==> src/rtl/alu_serial.sv <==
// Bit-serial WIDTH-bit ALU sequencer. It feeds a single alu1 slice one bit
// per cycle, LSB first, and carries between bits through a register.
// alu_serial: latch operands on an accepted start, run WIDTH slice cycles,
// then pulse done with the result word and its flags.

// alu1: 1-bit ALU slice. Arithmetic when control[2]=0 (control[0]=1 inverts B
// for subtract). Logic when control[2]=1: and / or / nor / xor.
module alu1 (
  output logic       out,
  output logic       carryout,
  input  logic       A,
  input  logic       B,
  input  logic       carryin,
  input  logic [2:0] control
);

  logic b_eff;

  // Full adder for arithmetic codes, bitwise function for logic codes
  always_comb begin
    b_eff    = control[0] ? ~B : B;
    out      = 1'b0;
    carryout = 1'b0;
    if (!control[2]) begin
      out      = A ^ b_eff ^ carryin;
      carryout = (A & b_eff) | (A & carryin) | (b_eff & carryin);
    end else begin
      unique case (control[1:0])
        2'b00:   out = A & B;
        2'b01:   out = A | B;
        2'b10:   out = ~(A | B);
        default: out = A ^ B;
      endcase
    end
  end

endmodule

module alu_serial #(
  parameter int unsigned WIDTH = 32
) (
  input  logic             clk,
  input  logic             reset,
  input  logic             start,
  input  logic [WIDTH-1:0] A,
  input  logic [WIDTH-1:0] B,
  input  logic [2:0]       control,
  output logic             busy,
  output logic             done,
  output logic [WIDTH-1:0] out,
  output logic             overflow,
  output logic             zero,
  output logic             negative
);

  localparam int unsigned CW = (WIDTH > 1) ? $clog2(WIDTH) : 1;

  typedef enum logic [1:0] {
    IDLE = 2'd0,
    RUN  = 2'd1,
    DONE = 2'd2
  } state_t;

  state_t           state_q;
  logic [CW-1:0]    cnt_q;
  logic [WIDTH-1:0] a_q;
  logic [WIDTH-1:0] b_q;
  logic [2:0]       ctrl_q;
  logic             carry_q;
  logic [WIDTH-1:0] out_q;
  logic             ovf_q;
  logic             zero_q;
  logic             neg_q;

  logic             accept;
  logic             last_bit;
  logic             s_cin;
  logic             s_out;
  logic             s_cout;
  logic [WIDTH-1:0] out_d;
  logic             ovf_d;
  logic             zero_d;
  logic             neg_d;

  alu1 u_slice (
    .out      (s_out),
    .carryout (s_cout),
    .A        (a_q[cnt_q]),
    .B        (b_q[cnt_q]),
    .carryin  (s_cin),
    .control  (ctrl_q)
  );

  // Slice carry-in, next result word, and the flags captured with the final bit
  always_comb begin
    accept   = start && (state_q != RUN);
    last_bit = (cnt_q == CW'(WIDTH - 1));
    if (cnt_q == '0) s_cin = ~ctrl_q[2] & ctrl_q[0];
    else             s_cin = carry_q;
    out_d        = out_q;
    out_d[cnt_q] = s_out;
    // At the MSB, s_cin is the carry into it and s_cout the carry out of it
    ovf_d  = ~ctrl_q[2] & (s_cin ^ s_cout);
    zero_d = (out_d == '0);
    neg_d  = out_d[WIDTH-1];
  end

  // Sequencer: IDLE/DONE accept a start, RUN walks the bits LSB first
  always_ff @(posedge clk) begin
    if (reset) begin
      state_q <= IDLE;
      cnt_q   <= '0;
      carry_q <= 1'b0;
      out_q   <= '0;
      ovf_q   <= 1'b0;
      zero_q  <= 1'b1;
      neg_q   <= 1'b0;
      a_q     <= '0;
      b_q     <= '0;
      ctrl_q  <= '0;
    end else begin
      unique case (state_q)
        IDLE, DONE: begin
          if (accept) begin
            a_q     <= A;
            b_q     <= B;
            ctrl_q  <= control;
            cnt_q   <= '0;
            carry_q <= 1'b0;
            out_q   <= '0;
            state_q <= RUN;
          end else begin
            state_q <= IDLE;
          end
        end
        RUN: begin
          out_q   <= out_d;
          carry_q <= s_cout;
          if (last_bit) begin
            ovf_q   <= ovf_d;
            zero_q  <= zero_d;
            neg_q   <= neg_d;
            state_q <= DONE;
          end else begin
            cnt_q <= cnt_q + CW'(1);
          end
        end
        default: state_q <= IDLE;
      endcase
    end
  end

  assign busy     = (state_q == RUN);
  assign done     = (state_q == DONE);
  assign out      = out_q;
  assign overflow = ovf_q;
  assign zero     = zero_q;
  assign negative = neg_q;

endmodule

==> config.mk <==
export PLATFORM = sky130hd
export DESIGN_NAME = alu_serial
export DESIGN_NICKNAME = d
export VERILOG_FILES = /design/src/rtl/alu_serial.sv
export SDC_FILE = /design/constraint.sdc
export NUM_CORES = 1
export LEC_CHECK = 0
export ABC_AREA = 1
export CAP_MARGIN = 10
export CELL_PAD_IN_SITES_DETAIL_PLACEMENT = 0
export CELL_PAD_IN_SITES_GLOBAL_PLACEMENT = 1
export CORE_UTILIZATION = 32
export DETAILED_ROUTE_END_ITERATION = 10
export HOLD_SLACK_MARGIN = 0.02
export MAX_ROUTING_LAYER = met4
export PLACE_DENSITY = 0.86
export SKIP_CTS_REPAIR_TIMING = 1
export SYNTH_ARGS = -nofsm -noshare
export SYNTH_HDL_FRONTEND = slang
export SYNTH_SLANG_ARGS = --single-unit
==> constraint.sdc <==
create_clock -name clk -period 3.2 [get_ports clk]
set_clock_uncertainty 0.2 [all_clocks]
set_input_delay 0.32 -clock clk [delete_from_list [all_inputs] [get_ports clk]]
set_output_delay 0.32 -clock clk [all_outputs]
set_load 0.1 [all_outputs]
# Yosys cells after proc, flatten, opt, wreduce, memory -nomap -nowiden
# Index checks and enable logic that the tools add are counted.
[classes] n_addsub=1 n_lt_le_gt_ge=2 n_eq_ne=9 muxes=22 n_bitwise=16 n_reduce_logical=12
[op_table] cell="32-bit case mux with 2 select lines" n=1
[op_table] cell="32-bit bitwise mux" n=1
[op_table] cell="32-bit logical NOT" n=1
[op_table] cell="32-bit 2-to-1 mux" n=1
[op_table] cell="1-bit binary-select mux with 5-bit select" n=2
[op_table] cell="5-bit 2-to-1 mux" n=2
[op_table] cell="5-bit case mux with 2 select lines" n=1
[op_table] cell="1-bit 2-to-1 mux" n=9
[op_table] cell="1-bit bitwise AND" n=6
[op_table] cell="5-bit by 6-bit less-than comparator with 1-bit output (second input constant)" n=1
[op_table] cell="2-bit AND reduction" n=3
[op_table] cell="5-bit by 1-bit adder with 5-bit output (second input constant)" n=1
[op_table] cell="1-bit demux with 5-bit select" n=1
[op_table] cell="5-bit equality test (second input constant)" n=1
[op_table] cell="5-bit by 1-bit >= comparator with 1-bit output (second input constant)" n=1
[op_table] cell="5-bit logical NOT" n=1
[op_table] cell="2-bit by 1-bit equality test with 1-bit output (second input constant)" n=2
[op_table] cell="2-bit equality test (second input constant)" n=2
[op_table] cell="2-bit logical NOT" n=2
[op_table] cell="2-bit by 1-bit inequality test with 1-bit output (second input constant)" n=2
[op_table] cell="2-bit inequality test (second input constant)" n=2
[op_table] cell="2-bit case mux with 2 select lines" n=1
[op_table] cell="1-bit bitwise XOR" n=4
[op_table] cell="1-bit NOT" n=3
[op_table] cell="8 further kinds" n=11
[word_totals] register_bits=110 output_inout_bits=37 wordCells=72

# Logic depth before layout (Yosys ltp)
[logic_depth] word_depth=10 ltp_mapped=25

# By module
# Synthesis repeated with hierarchy kept, for this count alone.
[unflattened] cells_unflattened=862 hier_area_um2=5566.6
[by_module_without_submodules] mod="alu_serial" n_inst=1 cells_per_inst=840 area_per_inst_um2=5439.0
[by_module_without_submodules] mod="alu1" n_inst=1 cells_per_inst=22 area_per_inst_um2=127.6

# Worst setup path before layout
# Ideal clock, no wire load.
[synth_timing] path_kind="reg-to-reg" from="reg cnt_q[0]" to="reg zero_q (netlist: zero)" t_arrival_ns=2.661 t_required_ns=2.883 setup_slack_ns=0.222 stages_incl_launch_ff=17 n_path_buf=3 period_less_slack_ns=2.978 path_cell_list="dfxtp_1 buf_2 inv_2 clkbuf_1 ha_1 nand2_1 a21oi_1 fa_1 nand2_1 clkbuf_1 nand3_1 o211ai_1 nor2_1 nand2_1 nor2_1 nand3_1 nand2_1"
[synth_between] elab_chain_len=9 word_cells_on_any_way=25 classes_between="order compare: 2; eq/ne: 1; mux: 11; bitwise: 7; reduce/logical: 4"
[synth_rtl] element="start, declared" line_no="65" text="logic [CW-1:0] cnt_q;"
[synth_rtl] element="start signal, assigned" line_no="145" text="cnt_q <= cnt_q + CW'(1);"
[synth_rtl] element="1-bit binary-select mux with 5-bit select" line_no="89" text=".B (b_q[cnt_q]),"
[synth_rtl] element="1-bit 2-to-1 mux (not written as such)" line_no="89"
[synth_rtl] element="1-bit NOT" line_no="21" text="b_eff = control[0] ? ~B : B;"
[synth_rtl] element="1-bit 2-to-1 mux" line_no="21"
[synth_rtl] element="1-bit bitwise XOR (2 in series)" line_no="25" text="out = A ^ b_eff ^ carryin;"
[synth_rtl] element="1-bit 2-to-1 mux" line_no="24" text="if (!control[2]) begin"
[synth_rtl] element="32-bit bitwise mux" line_no="101" text="out_d[cnt_q] = s_out;"
[synth_rtl] element="32-bit logical NOT" line_no="104" text="zero_d = (out_d == '0);"
[synth_rtl] element="end signal, assigned" line_no="141" text="zero_q <= zero_d;"
[synth_rtl] element="end, declared" line_no="72" text="logic zero_q;"
# Parallel ways exist; a longest one is shown, timed or not. The select of a mux whose other input is x is not followed.
# A chain may end at the register's enable or synchronous reset.

# Worst setup path in the final report
# Ends and elaborated chain as after synthesis.

==> results.yml <==
routing:
  drtIter0Drc: 271
  ant_nets: 0
  totalWireLength_um: 15300
  drcViolationCount: 0
  first_pass_iters: 4
  m1WireLength_um: 7730
  via_count: 5331
  drt-vias-per-instance: 4.72
  dr_wl_met2_um: 6830
  top_layer_used: "met4"
  wl_met3_um: 608
  wire_per_inst_um: 13.6
sta:
  setup_tns_ns: 0
  fin_ws_ns: 0.187
  max_slew_margin_pct: 65.1
  fmax_mhz: 332
  finalHoldViolCount: 0
  tightest_slew_ns: 0.523
  drv_slew: 0
  whs_ns: 0.274
  period_needed_ns: 3.01
  setup_viol: 0
  finalCritPeriodShare_pct: 94.2
clock_tree:
  cts_buffer_depth: 2
  clkTransAtPathRegs_ns: 0.08
  cts_root_buf: "clkbuf_16"
  htree_levels: 3
  tritoncts: "built"
  numCtsBuffers: 9
  clock-sinks: 110
  clk-insertion-delay-late_ns: 0.36
worst_setup_path:
  cp_slowest_cell: "fa_1"
  crit_top_cell: "nand2_1"
  cp_slowest_stage_delay_ns: 0.55
  worstPathArrival_ns: 3.12
  crit_family: "simple AND/OR/NAND/NOR gates"
  cp-start-kind: "flip-flop"
  critical_path_buf_inv_count: 2
  required_ns: 3.31
  path_class: "reg -> reg"
  end_kind: "flip-flop"
  path_cells: "buf_4, o21ai_0, o22ai_1, nand2_1, nand2_1, nor2_2, nand2_2, xor2_1, fa_1, nand2_2, nand2_4, clkbuf_16, a21oi_1, nor2_1, nand2_1, nor2_1, nand3_1, nand2_1"
  crit_path_max_fanout: 10
floorplan:
  start_util_pct: 32.9
  row_count: 46
  die_h_um: 130
  io-pin-count: 107
  core_um2: 16000
  die_area_um2: 17000
  chipWidth_um: 130
global_routing:
  grt_pass1_vias: 5007
  track_usage_pct: 19.4
  grt_antenna_before_repair: 0
  grt_pass1_wl_um: 24900
  grt_max_degree: 69
  grt-ovfl-total: 0
logic_synthesis:
  mappedNetlistArea_um2: 5270
  synth_top_cell_by_area: "dfxtp_1"
  synth_edf_count: 0
  synth_flop_cell: "dfxtp_1"
  synth_common_cells: "220 x nor2_1, 161 x nand2_1, 111 x o21ai_0"
  synth.most_common_cell: "nor2_1"
  synth_cell_type_count: 27
  synth_seq_cells: 110
  synth_nets: 885
  ys_seq_area_share_pct: 41.8
  synthCells: 807
  synth.top_cell.area_share_pct: 41.8
  synthTopCellsByArea: "dfxtp_1 42%, nor2_1 16%, nand2_1 11%, o21ai_0 11%, a21oi_1 4.7%"
  async_flop_share_pct: 0
  syn_avg_cell_area_um2: 6.53
  ys_warn_count: 0
pwr:
  cellPowerDensity_nw_per_um2: 476
  pwr-share-clk_pct: 32.6
  seqPwrFrac_pct: 44.6
  vdd_ir_drop_max_uv: 266
  switchingPower_uw: 1030
  power_switching_share_pct: 30.6
  power_frac_comb_pct: 22.8
  power_leakage_uw: 0.00295
  p_int_uw: 2340
layout:
  syn2layout_area_growth_pct: 34.4
  layout.nets: 986
  utilization_pct: 44.3
  fillers: 1715
  multiInputGateArea_um2: 2880
  regArea_um2: 2210
  design_area_um2: 7080
  drive_gt1_share_pct: 14.2
  antenna_cells: 0
placed_design:
  dp_slack_ns: -0.0447
  portBuffers: 106
  placed_area_um2: 6560
  hpwlAfterDp_um: 10900
  gp_congestion: 0.860
hold_path:
  holdCritPathClass: "reg -> reg"
flow_run:
  maxCapViolations: 0
run_status:
  status: "finished, final reports clean"
[stage by stage]
step | instances | power (µW)
after floorplan | 807 | 1920
after global placement | 1108 | 2170
after detailed placement | 1108 | 2180
after CTS | 1124 | 3270
after global routing | 1129 | 3540
final | 1129 | 3370
[worst paths after layout]
path	start	endpoint	slack, ns	cells after the start
setup / recovery	cnt_q[0]	zero	0.19	18
hold / removal	carry_q	carry_q	0.27	2
setup reg to reg	cnt_q[0]	zero	0.19	18
hold reg to reg	carry_q	carry_q	0.27	2
[sequential cells by signal, indices dropped and copies added (netlist names), 2 cells and up]
signal,flops
a_q,32
state_q,2
ctrl_q,3
out,32
cnt_q,5
b_q,32
[cell families (layout without fill, tap and decap cells)]
| kind of cell | Yosys count | after routing | synth area share (%) |
|---|---|---|---|
| AOI/OAI and AO/OA | 181 | 181 | 17.8 |
| adders and majority gates | 8 | 8 | 2.04 |
| and+or+nand+nor | 428 | 428 | 32.4 |
| buffers and inverters | 79 | 185 | 5.84 |
| DFF | 110 | 110 | 41.8 |
| xor gates and xnor gates | 1 | 1 | 0.166 |
[worst min-delay path: stages, from the launching register on]
cell,delay [ns]
dfxtp_1,0.32
nand2_1,0.06
a21oi_1,0.05
[power by group through the flow]
stage	Clock, µW	Sequential, µW	Combinational [µW]
floorplan	0	1540	373
global placement	0	1530	642
CTS	1120	1500	648
finish	1100	1500	768
detailed placement	0	1530	647
global route	1180	1510	844
[placed cells by master (no fill, tap or decap), types with 9 or more instances in the layout]
cell type,instances
dfxtp_1,108
nand3_1,24
clkdlybuf4s50_1,69
buf_4,53
o21ai_1,16
inv_1,25
o22ai_1,13
nand2_1,155
clkbuf_16,12
o21ai_2,9
o21ai_0,87
a21oi_1,47
nor2_1,213
[metal layers]
| layer | up-vias | track usage [%] |
|---|---|---|
| met2 | 115 | 29.6 |
| met5 | - | - |
| met4 | 0 | 4.87 |
| met1 | 2390 | 26.5 |
| met3 | 10 | 3.28 |
| li1 | 2816 | - |
[cell type report]
cell class | instances | area share, %
clock buffer | 11 | 3.43
clock inverter | 5 | 0.618
inverter | 35 | 1.89
multi-input combinational | 618 | 40.7
sequential | 110 | 31.2
tap | 216 | 3.82
timing repair buffer | 134 | 18.4
No activity file was read; power rests on OpenSTA's default activity.
